==> config.mk <==
export PLATFORM = sky130hd
export DESIGN_NAME = dcache_dv_flush_engine_flat
export DESIGN_NICKNAME = d
export VERILOG_FILES = /design/src/rtl/dcache_dv_flush_engine_if.sv /design/src/rtl/dcache_dv_flush_engine.sv /design/src/flat_wrapper.sv
export SDC_FILE = /design/constraint.sdc
export NUM_CORES = 1
export LEC_CHECK = 0
export ABC_CLOCK_PERIOD_IN_PS = 5900
export CAP_MARGIN = 30
export CORE_ASPECT_RATIO = 0.5
export CORE_UTILIZATION = 40
export CTS_CLUSTER_SIZE = 25
export DETAILED_ROUTE_END_ITERATION = 16
export PLACE_DENSITY = 0.63
export SYNTH_ARGS = -nofsm -noshare
export SYNTH_HDL_FRONTEND = slang
export SYNTH_SLANG_ARGS = --single-unit
==> constraint.sdc <==
create_clock -name fire -period 5.9 [get_ports fire]
set_clock_uncertainty 0.15 [all_clocks]
set_input_delay 1.18 -clock fire [delete_from_list [all_inputs] [get_ports fire]]
set_output_delay 1.18 -clock fire [all_outputs]
set_load 0.05 [all_outputs]
==> src/rtl/dcache_dv_flush_engine_if.sv <==
// Handshake bundle between the flush engine, the D/V status buffer and the
// write-back port. The engine takes the master modport.
interface dcache_dv_flush_engine_if #(
  parameter int SET_W = 5,
  parameter int WAY_W = 3
);
  localparam int AW = SET_W + WAY_W;
  localparam int RW = 2 * (2 ** WAY_W);

  logic          i_flush_req;
  logic          o_flush_busy;
  logic          o_flush_done;
  logic [AW-1:0] o_dv_addr_8;
  logic          o_dv_write_enable;
  logic [1:0]    o_dv_data_in_2;
  logic [RW-1:0] i_dv_row_16;
  logic          o_wb_req;
  logic [AW-1:0] o_wb_addr_8;
  logic          i_wb_ack;

  modport master (
    input  i_flush_req, i_dv_row_16, i_wb_ack,
    output o_flush_busy, o_flush_done, o_dv_addr_8, o_dv_write_enable,
           o_dv_data_in_2, o_wb_req, o_wb_addr_8
  );

  modport slave (
    output i_flush_req, i_dv_row_16, i_wb_ack,
    input  o_flush_busy, o_flush_done, o_dv_addr_8, o_dv_write_enable,
           o_dv_data_in_2, o_wb_req, o_wb_addr_8
  );
endinterface

==> src/rtl/dcache_dv_flush_engine.sv <==
// Dcache D/V flush sequencer: writes back every dirty-valid line, set by set.
// Define DCACHE_FLUSH_INVALIDATE_EN to turn the flush into a full invalidate.
module dcache_dv_flush_engine #(
  parameter int SET_W = 5,
  parameter int WAY_W = 3
) (
  input  logic                    fire,
  input  logic                    rstn,
  dcache_dv_flush_engine_if.master bus
);

  localparam int NWAY = 2 ** WAY_W;

`ifdef DCACHE_FLUSH_INVALIDATE_EN
  localparam logic [1:0] CLR_VAL = 2'b00;
  typedef enum logic [2:0] {IDLE, LOAD, SCAN, WB, CLEAR, DONE, INVAL} state_t;
`else
  localparam logic [1:0] CLR_VAL = 2'b01;
  typedef enum logic [2:0] {IDLE, LOAD, SCAN, WB, CLEAR, DONE} state_t;
`endif

  state_t           state;
  logic [SET_W-1:0] set_q;
  logic [WAY_W-1:0] way_q;
  logic [NWAY-1:0]  pending;
  logic [NWAY-1:0]  row_dv;
  logic [WAY_W-1:0] low_way;

  always_comb begin
    row_dv = '0;
    for (int unsigned w = 0; w < NWAY; w++)
      row_dv[w] = bus.i_dv_row_16[2*w+1] & bus.i_dv_row_16[2*w];
  end

  // Descending scan so the last hit is the lowest-index pending way.
  always_comb begin
    low_way = '0;
    for (int unsigned w = NWAY; w > 0; w--)
      if (pending[w-1]) low_way = WAY_W'(w - 1);
  end

  always_ff @(posedge fire or negedge rstn) begin
    if (!rstn) begin
      state                 <= IDLE;
      set_q                 <= '0;
      way_q                 <= '0;
      pending               <= '0;
      bus.o_flush_busy      <= 1'b0;
      bus.o_flush_done      <= 1'b0;
      bus.o_dv_addr_8       <= '0;
      bus.o_dv_write_enable <= 1'b0;
      bus.o_dv_data_in_2    <= '0;
      bus.o_wb_req          <= 1'b0;
      bus.o_wb_addr_8       <= '0;
    end else begin
      case (state)
        IDLE: begin
          if (bus.i_flush_req) begin
            state            <= LOAD;
            set_q            <= '0;
            bus.o_flush_busy <= 1'b1;
            bus.o_dv_addr_8  <= '0;
          end
        end
        LOAD: begin
          pending <= row_dv;
          state   <= SCAN;
        end
        SCAN: begin
          if (pending == '0) begin
`ifdef DCACHE_FLUSH_INVALIDATE_EN
            state                 <= INVAL;
            way_q                 <= '0;
            bus.o_dv_write_enable <= 1'b1;
            bus.o_dv_data_in_2    <= 2'b00;
            bus.o_dv_addr_8       <= {set_q, {WAY_W{1'b0}}};
`else
            if (set_q == '1) begin
              state            <= DONE;
              bus.o_flush_done <= 1'b1;
            end else begin
              set_q           <= set_q + SET_W'(1);
              bus.o_dv_addr_8 <= {set_q + SET_W'(1), {WAY_W{1'b0}}};
              state           <= LOAD;
            end
`endif
          end else begin
            way_q           <= low_way;
            bus.o_wb_req    <= 1'b1;
            bus.o_wb_addr_8 <= {set_q, low_way};
            state           <= WB;
          end
        end
        WB: begin
          if (bus.i_wb_ack) begin
            bus.o_wb_req          <= 1'b0;
            bus.o_wb_addr_8       <= '0;
            bus.o_dv_write_enable <= 1'b1;
            bus.o_dv_data_in_2    <= CLR_VAL;
            bus.o_dv_addr_8       <= {set_q, way_q};
            state                 <= CLEAR;
          end
        end
        CLEAR: begin
          bus.o_dv_write_enable <= 1'b0;
          bus.o_dv_data_in_2    <= '0;
          pending[way_q]        <= 1'b0;
          state                 <= SCAN;
        end
`ifdef DCACHE_FLUSH_INVALIDATE_EN
        INVAL: begin
          if (way_q == '1) begin
            bus.o_dv_write_enable <= 1'b0;
            bus.o_dv_data_in_2    <= '0;
            if (set_q == '1) begin
              state            <= DONE;
              bus.o_flush_done <= 1'b1;
            end else begin
              set_q           <= set_q + SET_W'(1);
              bus.o_dv_addr_8 <= {set_q + SET_W'(1), {WAY_W{1'b0}}};
              state           <= LOAD;
            end
          end else begin
            way_q           <= way_q + WAY_W'(1);
            bus.o_dv_addr_8 <= {set_q, way_q + WAY_W'(1)};
          end
        end
`endif
        DONE: begin
          bus.o_flush_done <= 1'b0;
          bus.o_flush_busy <= 1'b0;
          bus.o_dv_addr_8  <= '0;
          state            <= IDLE;
        end
        default: state <= IDLE;
      endcase
    end
  end

endmodule

==> src/flat_wrapper.sv <==
// flat-port wrapper written by rule: the top's interface ports become plain ports
module dcache_dv_flush_engine_flat 
#(
  parameter int SET_W = 5,
  parameter int WAY_W = 3
)
  (fire, rstn, bus_i_flush_req, bus_i_dv_row_16, bus_i_wb_ack, bus_o_flush_busy, bus_o_flush_done, bus_o_dv_addr_8, bus_o_dv_write_enable, bus_o_dv_data_in_2, bus_o_wb_req, bus_o_wb_addr_8);
  dcache_dv_flush_engine_if #(.SET_W(SET_W), .WAY_W(WAY_W)) bus_i ();
  input  logic fire;
  input  logic rstn;
  input wire logic [$bits(bus_i.i_flush_req)-1:0] bus_i_flush_req;
  input wire logic [$bits(bus_i.i_dv_row_16)-1:0] bus_i_dv_row_16;
  input wire logic [$bits(bus_i.i_wb_ack)-1:0] bus_i_wb_ack;
  output wire logic [$bits(bus_i.o_flush_busy)-1:0] bus_o_flush_busy;
  output wire logic [$bits(bus_i.o_flush_done)-1:0] bus_o_flush_done;
  output wire logic [$bits(bus_i.o_dv_addr_8)-1:0] bus_o_dv_addr_8;
  output wire logic [$bits(bus_i.o_dv_write_enable)-1:0] bus_o_dv_write_enable;
  output wire logic [$bits(bus_i.o_dv_data_in_2)-1:0] bus_o_dv_data_in_2;
  output wire logic [$bits(bus_i.o_wb_req)-1:0] bus_o_wb_req;
  output wire logic [$bits(bus_i.o_wb_addr_8)-1:0] bus_o_wb_addr_8;
  assign bus_i.i_flush_req = bus_i_flush_req;
  assign bus_i.i_dv_row_16 = bus_i_dv_row_16;
  assign bus_i.i_wb_ack = bus_i_wb_ack;
  assign bus_o_flush_busy = bus_i.o_flush_busy;
  assign bus_o_flush_done = bus_i.o_flush_done;
  assign bus_o_dv_addr_8 = bus_i.o_dv_addr_8;
  assign bus_o_dv_write_enable = bus_i.o_dv_write_enable;
  assign bus_o_dv_data_in_2 = bus_i.o_dv_data_in_2;
  assign bus_o_wb_req = bus_i.o_wb_req;
  assign bus_o_wb_addr_8 = bus_i.o_wb_addr_8;
  dcache_dv_flush_engine #(.SET_W(SET_W), .WAY_W(WAY_W)) u_core (.fire(fire), .rstn(rstn), .bus(bus_i));
endmodule
### Word level (Yosys, flattened, before mapping)

Cells that the tools add are included.

* divide/modulo/power cells: 0
* muxes and demuxes: 40
* bitwise logic cells: 11
* add/subtract/negate cells: 1
* shift operators: 0
* multipliers: 0
* reductions and logical operators: 19
* equality and inequality tests: 12
* $lt $le $gt $ge: 2

Operators with widths (count)
* $mux W8: 6
* $mux W3: 12
* $pmux W8 S2: 2
* $pmux W8 S4: 1
* $mux W5: 3
* $pmux W3 S4: 1
* $reduce_bool A2 Y1: 6
* $pmux W5 S2: 1
* $and A1 B1 Y1: 8
* $and A8 B8 Y8: 1
* $logic_not A8 Y1: 1
* $ne A2 B2 Y1 const B: 4
* $not A8 Y8: 1
* $pmux W1 S2: 4
* $reduce_and A2 Y1: 4
* $mux W1: 7
* $eq A3 B2 Y1 const B: 2
* $eq A3 B3 Y1 const B: 2
* $reduce_and A3 Y1: 2
* $add A5 B1 Y5 const B: 1
* $eq A5 B5 Y1 const B: 1
* $reduce_and A5 Y1: 1
* $lt A3 B4 Y1 const B: 1
* $ne A2 B1 Y1 const B: 2
* other kinds (11): 11

* bits of input ports: 20
* memory bits (writable): 0
* latch bits: 0
* register bits after elaboration: 41
* ROM bits: 0
* output and inout bits: 22
* memories kept: 0

### Longest topological paths before layout

* depth in word-level cells: 10
* depth in mapped cells: 6
* gate-level depth less buffers: 6

### Worst setup path before layout

No wires, ideal clock.

* path type: input-to-reg
* from: input port bus_i_flush_req
* to: register u_core.bus.o_dv_addr_8[3]
* library setup time: 0.125 ns
* arrival: 2.053 ns
* path slack: 3.572 ns
* path buffers: 0
* cell stages on the path: 4
* data required time: 5.625 ns
* cell sequence: o21bai_1 -> nand2_1 -> o221ai_4 -> mux2_4

* longest elaborated chain between the ends: 2

RTL lines
* start, declared: line flat_wrapper.sv:11 `input wire logic [$bits(bus_i.i_flush_req)-1:0] bus_i_flush_req;`
* $ne A2 B2 Y1 (no source line)
* $reduce_and A5 Y1 (no source line)
* end signal, assigned: line dcache_dv_flush_engine.sv:83 `bus.o_dv_addr_8 <= {set_q + SET_W'(1), {WAY_W{1'b0}}};`
* end signal, assigned: line dcache_dv_flush_engine.sv:100 `bus.o_dv_addr_8 <= {set_q, way_q};`
* end, declared: line dcache_dv_flush_engine_if.sv:23 `output o_flush_busy, o_flush_done, o_dv_addr_8, o_dv_write_enable,`

Every way passes these cells.
A chain may end at the register's enable or synchronous reset.

==> flow_summary.json <==
{
  "status": "finished clean",
  "initial_core_util": 0.429,
  "chipHeight_um": 51.2,
  "worstSetupPathType": "register to output port",
  "die-area_um2": 5130,
  "antennaDiodeCount": 0,
  "crit_fanout": 4,
  "clock.fmax_mhz": 356,
  "ctsResizeCount": 0,
  "r2r-end": "u_core.set_q[0]$_DFFE_PN0P_",
  "drive_gt1_frac": 0.0766,
  "syn_area_per_cell_um2": 10.4,
  "grt_setup_unrepaired": "no",
  "clkSinkCount": 39,
  "synthSimpleGateAreaFrac": 0.167,
  "rr_worst_depth": 6,
  "async_flop_share": 1.00,
  "arrival_ns": 1.48,
  "synth_area_um2": 1930,
  "p_clk_frac": 0.136,
  "syn_inst": 186,
  "drtIter0Drc": 66,
  "drv_slew": 0,
  "yosys.area_share.adder": 0.0129,
  "fill_cells": 416,
  "leakage_nw": 1.05,
  "synth_nets": 208,
  "ys_warn_count": 0,
  "routedWlPerCell_um": 13.7,
  "pin_count": 42,
  "hp-class": "register to register",
  "fin_tns_setup_ns": 0,
  "rows": 17,
  "antenna_found_initial": 0,
  "switchingPower_w": 0.000542,
  "coreArea_um2": 4510,
  "cts-root-buf": "clkbuf_8",
  "wirelength_um": 3950,
  "pre_cts_slack_ns": 2.93,
  "p_comb_frac": 0.489,
  "grt-ovfl-total": 0,
  "nets": 245,
  "post-cts-setup-buffer-count": 0,
  "synthFlopType": "dfrtp_1",
  "drc": 0,
  "grt_pass1_vias": 1399,
  "min_to": "u_core.bus.o_wb_addr_8[1]$_DFFE_PN0P_",
  "drv_cap": 0,
  "synth_top_family_by_area": "compound AO/OA/AOI/OAI gates",
  "worst_pin_slew_ns": 0.847,
  "crit_family": "buffers and inverters",
  "critPathRequiredTime_ns": 4.57,
  "postCtsHoldBufs": 0,
  "hold-path-cell-count": 1,
  "cellPowerDensity_nw_per_um2": 491,
  "start_kind": "register",
  "worstSetupEndpointType": "output port",
  "synth_compound_area_frac": 0.194,
  "placement.io_buffers": 40,
  "setup_viol": 0,
  "fin_crit_sh": 0.476,
  "synth_edf_count": 0,
  "synth_xor_area_frac": 0.00906,
  "htree_num_levels": 2,
  "switching_share": 0.455,
  "clk_pin_slew_ns": 0.07,
  "crit_slowest_cell": "clkdlybuf4s50_1",
  "timing.rr.start": "u_core.set_q[0]$_DFFE_PN0P_",
  "synthMuxAreaShare": 0.0706,
  "ys_types": 44,
  "dp_hpwl_um": 2910,
  "ys_seq_area_frac": 0.505,
  "grt_max_degree": 40,
  "antenna_left": 0,
  "min-delay-start": "u_core.bus.o_wb_addr_8[1]$_DFFE_PN0P_",
  "clk-insertion-delay-late_ns": 0.28,
  "seqPwrFrac": 0.375,
  "reg2reg_setup_slack_ns": 3.61,
  "grt.total_usage": 0.172,
  "hold_viol": 0,
  "cts_inserted_buffers": 5,
  "grt_pass1_wl_um": 6640,
  "clockBufferDepth": 2,
  "cpPeakStageDelay_ns": 0.81,
  "vias": 1531,
  "cts_tree": "built",
  "path_cells": "clkdlybuf4s50_1",
  "vdd_drop_max_mv": 0.182,
  "min_period_ns": 2.81,
  "synth-seq-cells": 39,
  "die_x_um": 100,
  "setup_ws_ns": 3.09,
  "maxSlewHeadroom": 0.434,
  "internal_power_w": 0.000650,
  "place.gp.congestion": 0.775,
  "first_pass_iters": 4,
  "path_buf_inv": 1,
  "synthToLayoutAreaGrowth_pct": 25.6,
  "via_per_inst": 5.32
}
power groups by stage:
stage                     Clock (W)  Sequential (W)  Combinational (W)
final                      0.000162        0.000447           0.000583
after global routing       0.000183        0.000461           0.000637
after CTS                  0.000169        0.000447           0.000590
after detailed placement          0        0.000453           0.000588
after global placement            0        0.000448           0.000577
after floorplan                   0        0.000519           0.000367
cells by family after synthesis:
family,count (synthesis)
AO/OA/AOI/OAI,56
XOR/XNOR,2
adder cells (fa/ha/maj),2
buffers and inverters,16
flip-flops,39
multiplexers,11
other,1
AND/OR/NAND/NOR,59
per-layer routing:
layer	wire, um	GRT usage	vias to the layer above	part of all wire
met4	50	0.0580	0	0.013
met2	1820	0.266	37	0.46
met3	161	0.0410	5	0.041
met5	0	0	-	0
li1	-	-	747	-
met1	1920	0.239	742	0.49
worst reg2reg max path, cell delays in order (launching register included):
cell	delay (ns)
dfrtp_1	0.44
ha_1	0.25
and3_1	0.19
ha_1	0.29
nor4_4	0.38
a31oi_1	0.16
mux2_2	0.32
metrics by stage:
step | instances | power (W) | hold slack (ns) | utilization | instance area, um2
after detailed placement | 282 | 0.00104 | 0.323 | 0.522 | 2360
after floorplan | 186 | 0.000886 | 0.337 | - | 1930
final | 288 | 0.00119 | 0.341 | 0.539 | 2430
after CTS | 288 | 0.00121 | 0.339 | 0.539 | 2430
after global routing | 288 | 0.00128 | 0.357 | 0.539 | 2430
after global placement | 282 | 0.00103 | 0.313 | 0.522 | 2360
placed cells by master, fill, tap and decap left out, types with 2 or more instances in the layout:
master           synthesis  routed
a31oi_1                  3       3
nand2b_1                 5       5
mux2i_1                  5       5
a21o_1                   4       4
clkdlybuf4s50_1          0      39
nor3_1                   2       2
nand2_1                 16      16
inv_1                    6       6
clkbuf_8                 0       5
ha_1                     2       2
o31ai_1                  2       2
a21oi_1                  8       8
nor2_1                  12      12
mux2_4                   5       5
dfrtp_1                 39      39
nor2b_1                  2       2
o21ai_0                 22      22
nand3_1                 12      12
a22o_1                   9       9
cell usage after synthesis (2+ instances only):
cell type | n | area [um2]
dfrtp_1 | 39 | 976
o21ai_0 | 22 | 110
nand2_1 | 16 | 60.1
nand3_1 | 12 | 60.1
nor2_1 | 12 | 45.0
a22o_1 | 9 | 78.8
a21oi_1 | 8 | 40.0
inv_1 | 6 | 22.5
mux2_4 | 5 | 75.1
mux2i_1 | 5 | 50.1
nand2b_1 | 5 | 31.3
a21o_1 | 4 | 30.0
clkbuf_1 | 4 | 15.0
a31oi_1 | 3 | 18.8
buf_2 | 2 | 10.0
buf_4 | 2 | 15.0
ha_1 | 2 | 25.0
nor2b_1 | 2 | 12.5
nor3_1 | 2 | 10.0
o31ai_1 | 2 | 15.0
registers in the layout, summed over array words and instances (netlist names):
signal / count
u_core.set_q: 5
u_core.bus.o_wb_req: 1
u_core.bus.o_flush_busy: 1
u_core.bus.o_flush_done: 1
u_core.pending: 8
u_core.bus.o_wb_addr_8: 8
u_core.way_q: 3
u_core.bus.o_dv_addr_8: 8
u_core.state: 3
u_core.bus.o_dv_data_in_2: 1
worst max path at each step:
| stage | startpoint | to | slack, ns | cells after the start |
|---|---|---|---|---|
| 3_5_place_dp | bus_i_flush_req | u_core.bus.o_dv_addr_8[6]$_DFFE_PN0P_ | 2.93 | 5 |
| 3_3_place_gp | bus_i_flush_req | u_core.bus.o_dv_addr_8[5]$_DFFE_PN0P_ | 3.01 | 5 |
| 2_1_floorplan | bus_i_flush_req | u_core.bus.o_dv_addr_8[3]$_DFFE_PN0P_ | 3.57 | 4 |
| 4_1_cts | u_core.bus.o_dv_data_in_2[0]$_DFFE_PN0P_ | bus_o_dv_write_enable | 3.07 | 1 |
| 6_report | u_core.bus.o_dv_data_in_2[0]$_DFFE_PN0P_ | bus_o_dv_write_enable | 3.09 | 1 |
| 5_1_grt | u_core.bus.o_dv_data_in_2[0]$_DFFE_PN0P_ | bus_o_dv_write_enable | 3.04 | 1 |
cell type report:
type                    instances  area (um2)  share of cell area
repair buffers                 40         395               0.163
well taps                      66        82.6              0.0340
flip-flops and latches         39         976               0.402
inverters                       6        22.5             0.00927
multi-input cells             131         880               0.362
clock buffers                   6        72.6              0.0299
No activity file was read; power rests on OpenSTA's default activity.
